File: config.mk
export PLATFORM = sky130hd
export DESIGN_NAME = data_memory_be
export DESIGN_NICKNAME = d
export VERILOG_FILES = /design/src/rtl/data_memory_be.sv
export SDC_FILE = /design/constraint.sdc
export NUM_CORES = 1
export LEC_CHECK = 0
export BUFFER_PORTS_ARGS = -buffer_cell sky130_fd_sc_hd__buf_4
export CAP_MARGIN = 15
export CORE_MARGIN = 2
export CORE_UTILIZATION = 55
export CTS_BUF_LIST = sky130_fd_sc_hd__clkbuf_16
export CTS_CLUSTER_SIZE = 40
export DETAILED_ROUTE_END_ITERATION = 6
export PLACE_DENSITY_LB_ADDON = 0.25
export SETUP_SLACK_MARGIN = 0.5
export SKIP_CTS_REPAIR_TIMING = 1
export SYNTH_ARGS = -nofsm -noshare
export SYNTH_HDL_FRONTEND = slang
export SYNTH_SLANG_ARGS = --single-unit
File: constraint.sdc
create_clock -name clk -period 4.37 [get_ports clk]
set_clock_uncertainty 0.2 [all_clocks]
set_input_delay 0.6555 -clock clk [delete_from_list [all_inputs] [get_ports clk]]
set_output_delay 0.6555 -clock clk [all_outputs]
set_load 0.05 [all_outputs]
File: src/rtl/data_memory_be.sv
// data_memory_be: byte-enable data memory with registered read, write-first forwarding
// and a post-reset zeroing sweep that gates access through ready.
module data_memory_be #(
  parameter int WIDTH_DATA = 32,
  parameter int ADDR_WIDTH = 5
) (
  input  logic                    clk,
  input  logic                    rst_n,
  input  logic                    read_enable,
  input  logic                    write_enable,
  input  logic [WIDTH_DATA/8-1:0] byte_en,
  input  logic [ADDR_WIDTH-1:0]   address,
  input  logic [WIDTH_DATA-1:0]   data_in,
  output logic [WIDTH_DATA-1:0]   data_out,
  output logic                    read_valid,
  output logic                    ready
);
  localparam int LANES = WIDTH_DATA / 8;
  localparam int DEPTH = 1 << ADDR_WIDTH;
  typedef enum logic {INIT, READY} state_t;
  state_t state, state_nx;
  logic [ADDR_WIDTH:0] cnt;
  logic [WIDTH_DATA-1:0] mem [DEPTH];
  logic [WIDTH_DATA-1:0] merged;
  logic [WIDTH_DATA-1:0] rd_word;
  logic [WIDTH_DATA-1:0] mem_wdata;
  logic [ADDR_WIDTH-1:0] mem_addr;
  logic mem_we;
  logic last;
  logic rd_go;
  // merged is the post-write word, so it doubles as the forwarded read value
  for (genvar i = 0; i < LANES; i++) begin : g_lane
    assign merged[8*i +: 8] = byte_en[i] ? data_in[8*i +: 8] : mem[address][8*i +: 8];
  end
  always_comb begin
    last = cnt == (ADDR_WIDTH+1)'(DEPTH - 1);
    state_nx = (state == INIT && last) ? READY : state;
    rd_go = state == READY && read_enable;
    rd_word = write_enable ? merged : mem[address];
    mem_we = state == INIT || (write_enable && |byte_en);
    mem_addr = state == INIT ? cnt[ADDR_WIDTH-1:0] : address;
    mem_wdata = state == INIT ? '0 : merged;
  end
  always_ff @(posedge clk or negedge rst_n) begin
    if (!rst_n) begin
      state <= INIT;
      cnt <= '0;
      data_out <= '0;
      read_valid <= 1'b0;
      ready <= 1'b0;
    end else begin
      state <= state_nx;
      cnt <= state == INIT ? cnt + 1'b1 : cnt;
      ready <= state_nx == READY;
      read_valid <= rd_go;
      data_out <= rd_go ? rd_word : data_out;
    end
  end
  always_ff @(posedge clk) begin
    if (mem_we) mem[mem_addr] <= mem_wdata;
  end
endmodule
Word level (Yosys, flattened, before mapping)

Memory sizes are Yosys's and may differ from the RTL's.
Index checks and enable logic that the tools add are counted.

Bits in registers: 40
Memory bits (writable): 1024
Output and inout bits: 34
Memories kept: 1

Add/subtract/negate cells: 1
Eq/ne operators: 1
Muxes and demuxes: 9
Bitwise gates (word level): 1
Reduce and logical (&&, ||, !) cells: 5

Memories:

| memory | words | bits a word | rd ports | clocked after Yosys merged registers in | write ports | RTL line | RTL |
|---|---|---|---|---|---|---|---|
| mem    | 32    | 32          | 1        | 0                                       | 1           | 23       | `logic [WIDTH_DATA-1:0] mem [DEPTH];` |

Operators by type and width:

| cell                  | count |
|---|---|
| $mux W32              | 2 |
| $mux W8               | 4 |
| $add A6 B1 Y6 const B | 1 |
| $eq A6 B5 Y1 const B  | 1 |
| $mux W5               | 1 |
| $reduce_or A4 Y1      | 1 |
| $logic_and A1 B1 Y1   | 3 |
| $mux W1               | 2 |
| $logic_or A1 B1 Y1    | 1 |
| $not A1 Y1            | 1 |

Logic depth before layout (Yosys ltp)

Gate-level depths: netlist (run 1).

Word-level depth: 5
Mapped depth: 8

Worst setup path before layout (run 1)

Ideal clock, no wire load.

Kind: register to register
Start: reg ready (netlist name)
End: mem mem[12][0] (enable)
Arrival: 3091 ps
Required time: 3749 ps
Slack: 658 ps
Cell stages (with the launch flop): 7
Period minus slack after synthesis: 3712 ps
Cells stage by stage: dfrtp_1 -> clkbuf_1 -> clkbuf_1 -> nand2_1 -> o22ai_1 -> nand2_1 -> nor2_1

RTL lines:

| item          | RTL line |
|---|---|
| end, declared | 23 |

==> impl_metrics.ini, run 1 <==
[logic_synthesis]
largest_family_of_logic_cells_by_synthesized_area = multiplexers
synth_area_um2 = 41940
synth_nets = 2381
synth_top_cell_by_area = sky130_fd_sc_hd__edfxtp_1
ys_seq_elements = 1064
synth-compound-area-share_pct = 8.287
netlist.area_leader.share_pct = 73.31
syn_area_per_cell_um2 = 17.96
share_of_the_yosys_chip_area_belonging_to_registers_pct = 75.70
yosys.area_share.adder_pct = 0.02983
post_synth_inst_count = 2335
post_synth_xor_area_fraction_pct = 0.1044
synth.area.mux_share_pct = 12.30
synthSimpleGateAreaFrac_pct = 1.715
yosys-top-cells-area = sky130_fd_sc_hd__edfxtp_1 73%, sky130_fd_sc_hd__mux2i_1 12%, sky130_fd_sc_hd__a22oi_1 4.6%
synthDistinctLibCells = 31
yosys_warnings = 0

[pwr]
p_total_uw = 21790
powerDensity_nw_per_um2 = 452.5
leakagePower_uw = 0.01688
peakVddDrop_uv = 297.4

[global_routing]
grt_busiest_layer = met2
grtUsageTotal_pct = 28.81
use_met1_pct = 39.79
global_route.usage.met2_pct = 46.88
antenna_found_initial = 2
first_global_vias = 23473
grt_first_pass_wirelength_um = 161600
grt.overflow.total = 0
grtUsageMet3_pct = 4.447
grt_max_degree = 63

[clocking]
clock_buffer_count_from_cts = 103
cts.clk_slew.worst_paths_ps = 60
cts_tree = done
clkLatencyLatePin_ps = 670
htree_num_levels = 3
cts_sinks = 1064
cts_root_buf = sky130_fd_sc_hd__clkbuf_16
ctsLongestPathBuffers = 3

[run]
cap_violations = 0

[routing]
first_iter_violations = 3257
vias = 23757
route.detailed.wl_per_inst_um = 31.46
first_pass_iters = 5
remaining_drc_errors = 0
via_count_normalized_by_instance_count = 6.629
ant_nets = 0
totalWireLength_um = 112700

[critical_path]
worst_path_required_time_ps = 4770
worstSetupStartpointType = register
worstReg2RegStart = ready$_DFFE_PN0P_
count_of_cells_along_the_worst_register_to_register_path = 5
worstPathMaxFanout = 26
timing.rr.end = data_out[16]$_DFFE_PN0P_
ff2ff_setup_slack_ps = 490
path_class = reg2reg
timing.critical_path.to_type = register
crit_arrival_ps = 4280

[place]
io_buffer_count = 78
placed_area_um2 = 44880
globalplace.congestion = 0.8117
dp_hpwl_um = 64120

[sta]
worst-slew-pin-transition_ps = 1217
post-route-period-util_pct = 88.70
slew_margin_rel_pct = 18.87
timing.final.setup_violations = 0
grt_setup_unrepaired = no
max_freq_mhz = 258.0
report.final.hold_viol_count = 0
layout_min_cycle_time_ps = 3876
final-max-slew-violation-count = 0

[final_layout]
layout_overhead_on_the_synthesized_area_pct = 14.81
multi_input_combinational_cell_area_um2 = 9686
finish.instance_area_um2 = 48150
layout.area.seq_um2 = 31750
n_antenna_cell = 0
layout.nets = 2568
fillCellCount = 5141
fraction_of_layout_instances_using_a_drive_strength_above_1_pct = 16.77

[floorplanning]
core_um2 = 75700
chipHeight_um = 280.2
rows = 101
floorplan.die.width_um = 280.2
num_io_pins = 79
die-area_um2 = 78480
initial_core_util_pct = 55.41

[worst_hold_path]
timing.hold.worst.start = data_in[3]
worst_hold_path.num_cells = 3
hold_path.class = in2reg
hold_path_end = data_out[3]$_DFFE_PN0P_

[status]
status = completed
## power by group
| group | switching (uW) | internal, uW | leakage (uW) |
|---|---|---|---|
| combinational | 1120 | 509 | 0.00549 |
| sequential | 59.0 | 11500 | 0.00971 |
| clock | 3750 | 4870 | 0.00169 |
| total | 4920 | 16900 | 0.0169 |
## critical path, stage by stage (launching register included)
cell	delay, ps
sky130_fd_sc_hd__dfrtp_1	1150
sky130_fd_sc_hd__nand2_2	840
sky130_fd_sc_hd__buf_4	480
sky130_fd_sc_hd__nor2_1	750
sky130_fd_sc_hd__a22o_1	250
sky130_fd_sc_hd__a31o_1	100
## flip-flops by register name, summed over array words and instances, names as in the netlist
name / cells
mem: 1024
data_out: 32
cnt: 6
read_valid: 1
ready: 1
## worst max path at each step
stage	from	end
after floorplan	ready$_DFFE_PN0P_	mem[12][0]$_DFFE_PP_
after global placement	address[1]	mem[25][7]$_DFFE_PP_
after detailed placement	address[1]	mem[3][7]$_DFFE_PP_
after CTS	address[1]	mem[29][7]$_DFFE_PP_
after global routing	ready$_DFFE_PN0P_	data_out[24]$_DFFE_PN0P_
final	ready$_DFFE_PN0P_	data_out[16]$_DFFE_PN0P_
## cell families (layout without fill, tap and decap cells)
group           after synthesis  count (layout)
fa+ha+maj                     1               1
buf+inv                     149             420
mux                         515             515
xor+xnor                      5               5
simple gates                112             112
compound gates              489             489
flops                      1064            1064
## cell usage in the layout (no fill, tap or decap), types with 2 or more instances in the layout
| cell | instances |
|---|---|
| sky130_fd_sc_hd__nor2_4 | 33 |
| sky130_fd_sc_hd__buf_12 | 41 |
| sky130_fd_sc_hd__inv_6 | 4 |
| sky130_fd_sc_hd__clkinv_1 | 27 |
| sky130_fd_sc_hd__clkinv_4 | 2 |
| sky130_fd_sc_hd__o32ai_1 | 3 |
| sky130_fd_sc_hd__edfxtp_1 | 1024 |
| sky130_fd_sc_hd__dfrtp_1 | 40 |
| sky130_fd_sc_hd__a22oi_1 | 258 |
| sky130_fd_sc_hd__nand2_2 | 3 |
| sky130_fd_sc_hd__buf_4 | 182 |
| sky130_fd_sc_hd__inv_1 | 26 |
| sky130_fd_sc_hd__clkinv_2 | 20 |
| sky130_fd_sc_hd__nand4_1 | 2 |
| sky130_fd_sc_hd__nor4_2 | 27 |
| sky130_fd_sc_hd__and2_1 | 4 |
| sky130_fd_sc_hd__clkinv_8 | 2 |
| sky130_fd_sc_hd__nor4_1 | 6 |
| sky130_fd_sc_hd__nor2b_1 | 6 |
| sky130_fd_sc_hd__mux2i_1 | 513 |
| sky130_fd_sc_hd__nand2_1 | 16 |
| sky130_fd_sc_hd__a22o_1 | 63 |
| sky130_fd_sc_hd__clkbuf_16 | 103 |
| sky130_fd_sc_hd__mux2_2 | 2 |
| sky130_fd_sc_hd__a31o_1 | 32 |
| sky130_fd_sc_hd__a32oi_1 | 2 |
| sky130_fd_sc_hd__xnor2_1 | 5 |
| sky130_fd_sc_hd__a21oi_1 | 128 |
| sky130_fd_sc_hd__bufinv_16 | 10 |
| sky130_fd_sc_hd__nor2b_4 | 2 |
| sky130_fd_sc_hd__nor2_1 | 7 |
## synth_stat cells
library cell,count
sky130_fd_sc_hd__a21oi_1,128
sky130_fd_sc_hd__a22o_1,64
sky130_fd_sc_hd__a22oi_1,258
sky130_fd_sc_hd__a31o_1,32
sky130_fd_sc_hd__a32oi_1,2
sky130_fd_sc_hd__and2_1,5
sky130_fd_sc_hd__buf_1,20
sky130_fd_sc_hd__buf_2,23
sky130_fd_sc_hd__buf_4,30
sky130_fd_sc_hd__buf_6,11
sky130_fd_sc_hd__clkbuf_1,59
sky130_fd_sc_hd__dfrtp_1,40
sky130_fd_sc_hd__edfxtp_1,1024
sky130_fd_sc_hd__ha_1,1
sky130_fd_sc_hd__inv_1,6
sky130_fd_sc_hd__mux2_2,2
sky130_fd_sc_hd__mux2i_1,513
sky130_fd_sc_hd__nand2_1,19
sky130_fd_sc_hd__nand2b_1,2
sky130_fd_sc_hd__nand3_1,1
sky130_fd_sc_hd__nand4_1,2
sky130_fd_sc_hd__nor2_1,40
sky130_fd_sc_hd__nor2b_1,8
sky130_fd_sc_hd__nor3_1,1
sky130_fd_sc_hd__nor4_1,6
sky130_fd_sc_hd__nor4_2,27
sky130_fd_sc_hd__o21bai_1,1
sky130_fd_sc_hd__o22ai_1,1
sky130_fd_sc_hd__o32ai_1,3
sky130_fd_sc_hd__or2_2,1
sky130_fd_sc_hd__xnor2_1,5
## through the flow
step | setup slack, ps | utilization [%] | cells | TNS, ps | hold slack [ps]
final | 493.6 | 63.61 | 3584 | 0 | 111.8
after global routing | 577.2 | 63.61 | 3584 | 0 | 112.1
after CTS | 393.1 | 63.60 | 3583 | 0 | -159.7
after detailed placement | -305.2 | 59.29 | 3394 | -9751 | 267.1
after global placement | -177.0 | 59.29 | 3394 | -5655 | 258.4
after floorplan | 657.5 | - | 2335 | 0 | 159.9
## layout make-up
type	count	area share, %
sequential	1064	65.94
multi-input combinational	1122	20.11
clock buffer	103	5.353
timing repair buffer	225	4.594
tap	978	2.541
clock inverter	86	1.416
inverter	6	0.04677
## metal layers
layer | part of all wire (%) | up-vias
met5 | 0 | -
met1 | 39 | 12324
met2 | 48 | 1307
li1 | - | 9896
met3 | 9.0 | 230
met4 | 3.4 | 0
Note: power is estimated with default switching activity, not from simulation.
==> run 2, diff against run 1 <==
- CORE_UTILIZATION: 55 -> 40
- SETUP_SLACK_MARGIN: 0.5 -> 0.3
==> run 2 against run 1 <==
Compared with the run above:
- non-clock buffer count down 21
- worst hold slack worse by 18 ps
- sequential share of layout area down 0.48 points
- first-iteration DRC count down 29%
- register-to-register slack better by 40 ps
- global-route usage down 7.7 points
- final cell count up 11%
- routed wire length up 2.1%
- critical path type unchanged
- largest power group unchanged
- highest routed layer unchanged
==> impl_metrics.ini, run 2 (synthesis gave the netlist of run 1 again) <==
[floorplanning]
floorplan.die.width_um = 327.8
num_io_pins = 79
initial_core_util_pct = 40.41
chipHeight_um = 327.8
rows = 118
die-area_um2 = 107500
core_um2 = 103800

[sta]
worst-slew-pin-transition_ps = 1213
final-max-slew-violation-count = 0
layout_min_cycle_time_ps = 3833
max_freq_mhz = 260.9
setup_tns_ps = 0
timing.final.setup_violations = 0
grt_setup_unrepaired = no
slew_margin_rel_pct = 18.85
report.final.hold_viol_count = 0
post-route-period-util_pct = 87.71

[clocking]
clkLatencyLatePin_ps = 700
cts_root_buf = sky130_fd_sc_hd__clkbuf_16
cts_sinks = 1064
clock_buffer_count_from_cts = 107
cts.clk_slew.worst_paths_ps = 60
cts_tree = done
ctsLongestPathBuffers = 3
htree_num_levels = 3

[final_layout]
n_antenna_cell = 0
registers.top_by_ff_count = mem
layout.nets = 2551
finish.instance_area_um2 = 48500
fillCellCount = 8703
largest_register_ff_count = 1024
most-common-layout-cells = 1024 x sky130_fd_sc_hd__edfxtp_1, 513 x sky130_fd_sc_hd__mux2i_1, 258 x sky130_fd_sc_hd__a22oi_1, 165 x sky130_fd_sc_hd__buf_4, 128 x sky130_fd_sc_hd__a21oi_1
layout_overhead_on_the_synthesized_area_pct = 15.64
largest_registers = mem: 1024 flops, data_out: 32 flops, cnt: 6 flops
layout.cells.most_common = sky130_fd_sc_hd__edfxtp_1
final_util_pct = 46.73
fraction_of_layout_instances_using_a_drive_strength_above_1_pct = 16.57

[critical_path]
ff2ff_setup_slack_ps = 540
startpoint = ready$_DFFE_PN0P_
cp_slowest_cell = sky130_fd_sc_hd__dfrtp_1
timing.critical_path.max_delay_family = simple AND/OR/NAND/NOR gates
timing.critical_path.to_type = register
worst-path-buf-inv = 2
worst_path_required_time_ps = 4510
max_stage_delay_ps = 1070
cell_seen_most_often_among_critical_path_stages = sky130_fd_sc_hd__buf_4
critical_path.cell_chain = buf_4 -> mux2i_1 -> nand2_1 -> nor2_4 -> buf_4
worstSetupStartpointType = register
timing.rr.end = mem[14][17]$_DFFE_PP_
crit_arrival_ps = 3970
worstPathMaxFanout = 21
worstReg2RegStart = ready$_DFFE_PN0P_
path_class = reg2reg
count_of_cells_along_the_worst_register_to_register_path = 5

[global_routing]
first_global_vias = 23116
antenna_found_initial = 1
grt.overflow.total = 0
grtUsageTotal_pct = 21.15
grt_first_pass_wirelength_um = 163800
grt_max_degree = 57

[status]
status = completed

[routing]
first_iter_violations = 2304
ant_nets = 0
first_pass_iters = 5
remaining_drc_errors = 0
via_count_normalized_by_instance_count = 5.851
totalWireLength_um = 115100
route.detailed.wl_per_inst_um = 29.01
vias = 23221

[worst_hold_path]
worst_hold_path.num_cells = 3
hold_path_end = data_out[7]$_DFFE_PN0P_
hold_path.class = in2reg
timing.hold.worst.start = data_in[7]

[place]
io_buffer_count = 78
dp_hpwl_um = 64130
placed_area_um2 = 45190
globalplace.congestion = 0.7826

[pwr]
peakVddDrop_uv = 290.6
leakagePower_uw = 0.01679
powerDensity_nw_per_um2 = 449.6

[run]
cap_violations = 0
## run 2: cell types whose count changed in the layout (fill, tap and decap cells not counted), moves of 5 or more
cell	before	now
sky130_fd_sc_hd__buf_12	41	36
sky130_fd_sc_hd__buf_4	182	165
sky130_fd_sc_hd__bufinv_16	10	4
sky130_fd_sc_hd__clkbuf_16	103	109
sky130_fd_sc_hd__clkinv_1	27	18
sky130_fd_sc_hd__clkinv_2	20	27
sky130_fd_sc_hd__clkinvlp_4	0	7
## run 2: final cells by class
class                           count  area [um2]  area share, %
Clock buffer                      109        2728          5.623
Multi-Input combinational cell   1122        9689          19.98
Clock inverter                     84       575.6          1.187
Sequential cell                  1064       31750          65.46
Timing Repair Buffer              204        2012          4.148
Inverter                            6       22.52        0.04643
Tap cell                         1380        1727          3.560
## run 2: how the worst max path moves through the flow
stage                     depth (start not counted)  slack, ps               endpoint
after floorplan                                   6        660   mem[12][0]$_DFFE_PP_
after global placement                            8        290  mem[13][21]$_DFFE_PP_
after detailed placement                          8        190  mem[13][21]$_DFFE_PP_
after CTS                                         5        610  mem[14][17]$_DFFE_PP_
after global routing                              5        470  mem[14][17]$_DFFE_PP_
final                                             5        540  mem[14][17]$_DFFE_PP_
## run 2: layer usage
layer | global-route usage [%] | part of all wire, % | vias up
met3 | 2.995 | 7.3 | 161
li1 | - | - | 9841
met2 | 33.67 | 47 | 1003
met1 | 30.49 | 43 | 12216
met5 | 0 | 0 | -
met4 | 5.804 | 2.2 | 0
## run 2: power by group
group          switching (uW)  internal [uW]  leakage, uW
registers                58.6          11500      0.00971
logic                    1130            511      0.00538
clock network            3860           4760      0.00170
## run 2: worst reg2reg max path, delay by kind of cell, from the launching register on
kind	cells	cell delay (ps)
DFF	1	1070
and+or+nand+nor	2	1100
buffers and inverters	2	780
muxes	1	330
## run 2: through the flow
step	total power [uW]	worst slack, ps	cells	hold slack (ps)
floorplan	12720	657.5	2335	159.9
global placement	13360	288.0	3774	262.1
detailed placement	13400	189.0	3775	264.1
CTS	21930	607.0	3968	-167.4
global route	22430	471.4	3969	80.97
finish	21810	537.2	3969	93.61
==> run 3, diff against run 2 <==
- CELL_PAD_IN_SITES_DETAIL_PLACEMENT: default -> 0
- CELL_PAD_IN_SITES_GLOBAL_PLACEMENT: default -> 1
==> run 3 against run 2 <==
Compared with the run above:
- combinational power about the same
- routed wire length up 3.9%
- sequential share of layout area decreased by 0.64 points
- final cell count is 0.33% higher
- cell area is 0.99% higher
- non-clock buffer count increased by 8
- critical path type is now in2reg
- highest routed layer is now met5
==> impl_metrics.ini, run 3 (synthesis gave the netlist of run 1 again) <==
[clocking]
clock_buffer_count_from_cts = 106
cts_root_buf = sky130_fd_sc_hd__clkbuf_16
clkLatencyLatePin_ps = 680
cts_tree = done
cts.clk_slew.worst_paths_ps = 60
cts_sinks = 1064
htree_num_levels = 3
ctsLongestPathBuffers = 3

[global_routing]
antenna_found_initial = 3
grtUsageTotal_pct = 22.05
grt_max_degree = 72
grt.overflow.total = 0
grt_first_pass_wirelength_um = 167900
first_global_vias = 22989

[sta]
final_critical_path_setup_slack_ps = 1027
grt_setup_unrepaired = no
slew_margin_rel_pct = 26.89
post-route-period-util_pct = 76.49
setup_tns_ps = 0
layout_min_cycle_time_ps = 3343
worst-slew-pin-transition_ps = 1097
timing.final.setup_violations = 0
report.final.hold_viol_count = 0
max_freq_mhz = 299.2
final-max-slew-violation-count = 0

[final_layout]
layout.area.seq_um2 = 31750
fin_cells = 3982
layout.nets = 2558
multi_input_combinational_cell_area_um2 = 9684
registers.top_by_ff_count = mem
final_util_pct = 47.19
fraction_of_layout_instances_using_a_drive_strength_above_1_pct = 16.60
layout_overhead_on_the_synthesized_area_pct = 16.79
n_antenna_cell = 0
layout.cells.most_common = sky130_fd_sc_hd__edfxtp_1
largest_registers = mem: 1024 flops, data_out: 32 flops, cnt: 6 flops
fillCellCount = 8666
largest_register_ff_count = 1024
most-common-layout-cells = 1024 x sky130_fd_sc_hd__edfxtp_1, 513 x sky130_fd_sc_hd__mux2i_1, 258 x sky130_fd_sc_hd__a22oi_1, 161 x sky130_fd_sc_hd__buf_4, 128 x sky130_fd_sc_hd__a21oi_1

[pwr]
powerDensity_nw_per_um2 = 459.4
peakVddDrop_uv = 272.2
leakagePower_uw = 0.01699

[routing]
ant_nets = 0
first_pass_iters = 7
via_count_normalized_by_instance_count = 5.772
vias = 22984
totalWireLength_um = 119600
first_iter_violations = 2401
route.detailed.wl_per_inst_um = 30.04
remaining_drc_errors = 0

[place]
placement.setup.worst_slack_ps = 292.1
numPlacedInstances = 3783
globalplace.congestion = 0.7729
io_buffer_count = 78
dp_hpwl_um = 65860

[floorplanning]
num_io_pins = 79
die-area_um2 = 107500
initial_core_util_pct = 40.41
core_um2 = 103800
rows = 118
floorplan.die.width_um = 327.8
chipHeight_um = 327.8

[critical_path]
crit_arrival_ps = 3470
timing.critical_path.max_delay_family = compound AO/OA/AOI/OAI gates
worstSetupStartpointType = input pin
timing.critical_path.to_type = register
worst-path-buf-inv = 3
path_class = in2reg
worst_path_required_time_ps = 4490
worstPathMaxFanout = 34
cp_slowest_cell = sky130_fd_sc_hd__a22o_1
cell_seen_most_often_among_critical_path_stages = sky130_fd_sc_hd__buf_12
max_stage_delay_ps = 930
critical_path.cell_chain = buf_8 -> buf_12 -> buf_12 -> mux2i_1 -> a22oi_1 -> a21oi_1 -> nor4_2 -> a22o_1
crit_cells = 8
count_of_cells_along_the_worst_register_to_register_path = 6
ff2ff_setup_slack_ps = 1090

[status]
status = completed

[run]
cap_violations = 0

[worst_hold_path]
hold_path.class = in2reg
worst_hold_path.num_cells = 3
[run 3: final cells by class]
type                            count  share of cell area [%]
Clock buffer                      110                   5.620
Multi-Input combinational cell   1122                   19.77
Inverter                            6                 0.04598
Sequential cell                  1064                   64.82
Clock inverter                     88                   1.699
Tap cell                         1380                   3.525
Timing Repair Buffer              212                   4.521
[run 3: tightest hold or removal path: cells and delay by family]
| kind | cells | cell delay (ps) |
|---|---|---|
| AOI/OAI and AO/OA | 2 | 200 |
| buffers and inverters | 1 | 80 |
[run 3: where the power goes]
| part | switching (uW) | total [uW] | leakage [uW] | internal (uW) |
|---|---|---|---|---|
| Sequential | 61.5 | 11500 | 0.00971 | 11500 |
| Clock | 3800 | 9330 | 0.00182 | 5530 |
| Combinational | 1120 | 1630 | 0.00546 | 507 |
[run 3: through the flow]
| stage | power [uW] | hold WS (ps) | instance area (um2) |
|---|---|---|---|
| 3_5_place_dp | 13390 | 285.1 | 45390 |
| 3_3_place_gp | 13350 | 266.1 | 45390 |
| 5_1_grt | 23160 | 81.12 | 48980 |
| 2_1_floorplan | 12720 | 159.9 | 41940 |
| 6_report | 22500 | 97.10 | 48980 |
| 4_1_cts | 22640 | -149.1 | 48970 |
[run 3: path summary, 6_finish.rpt]
| kind | from | endpoint |
|---|---|---|
| max | address[1] | mem[5][8]$_DFFE_PP_ |
| max reg2reg | ready$_DFFE_PN0P_ | mem[9][1]$_DFFE_PP_ |
| min in group asynchronous | rst_n | data_out[5]$_DFFE_PN0P_ |
| min | data_in[17] | data_out[17]$_DFFE_PN0P_ |
| min reg2reg | cnt[5]$_DFFE_PN0N_ | ready$_DFFE_PN0P_ |
| max in group asynchronous | rst_n | data_out[16]$_DFFE_PN0P_ |
[run 3: per-layer routing]
metal / GRT usage [%] / part of all wire [%]
met1: 30.64 / 43
met2: 35.61 / 47
met3: 3.889 / 6.7
met4: 6.482 / 2.7
met5: 0 / 0.012
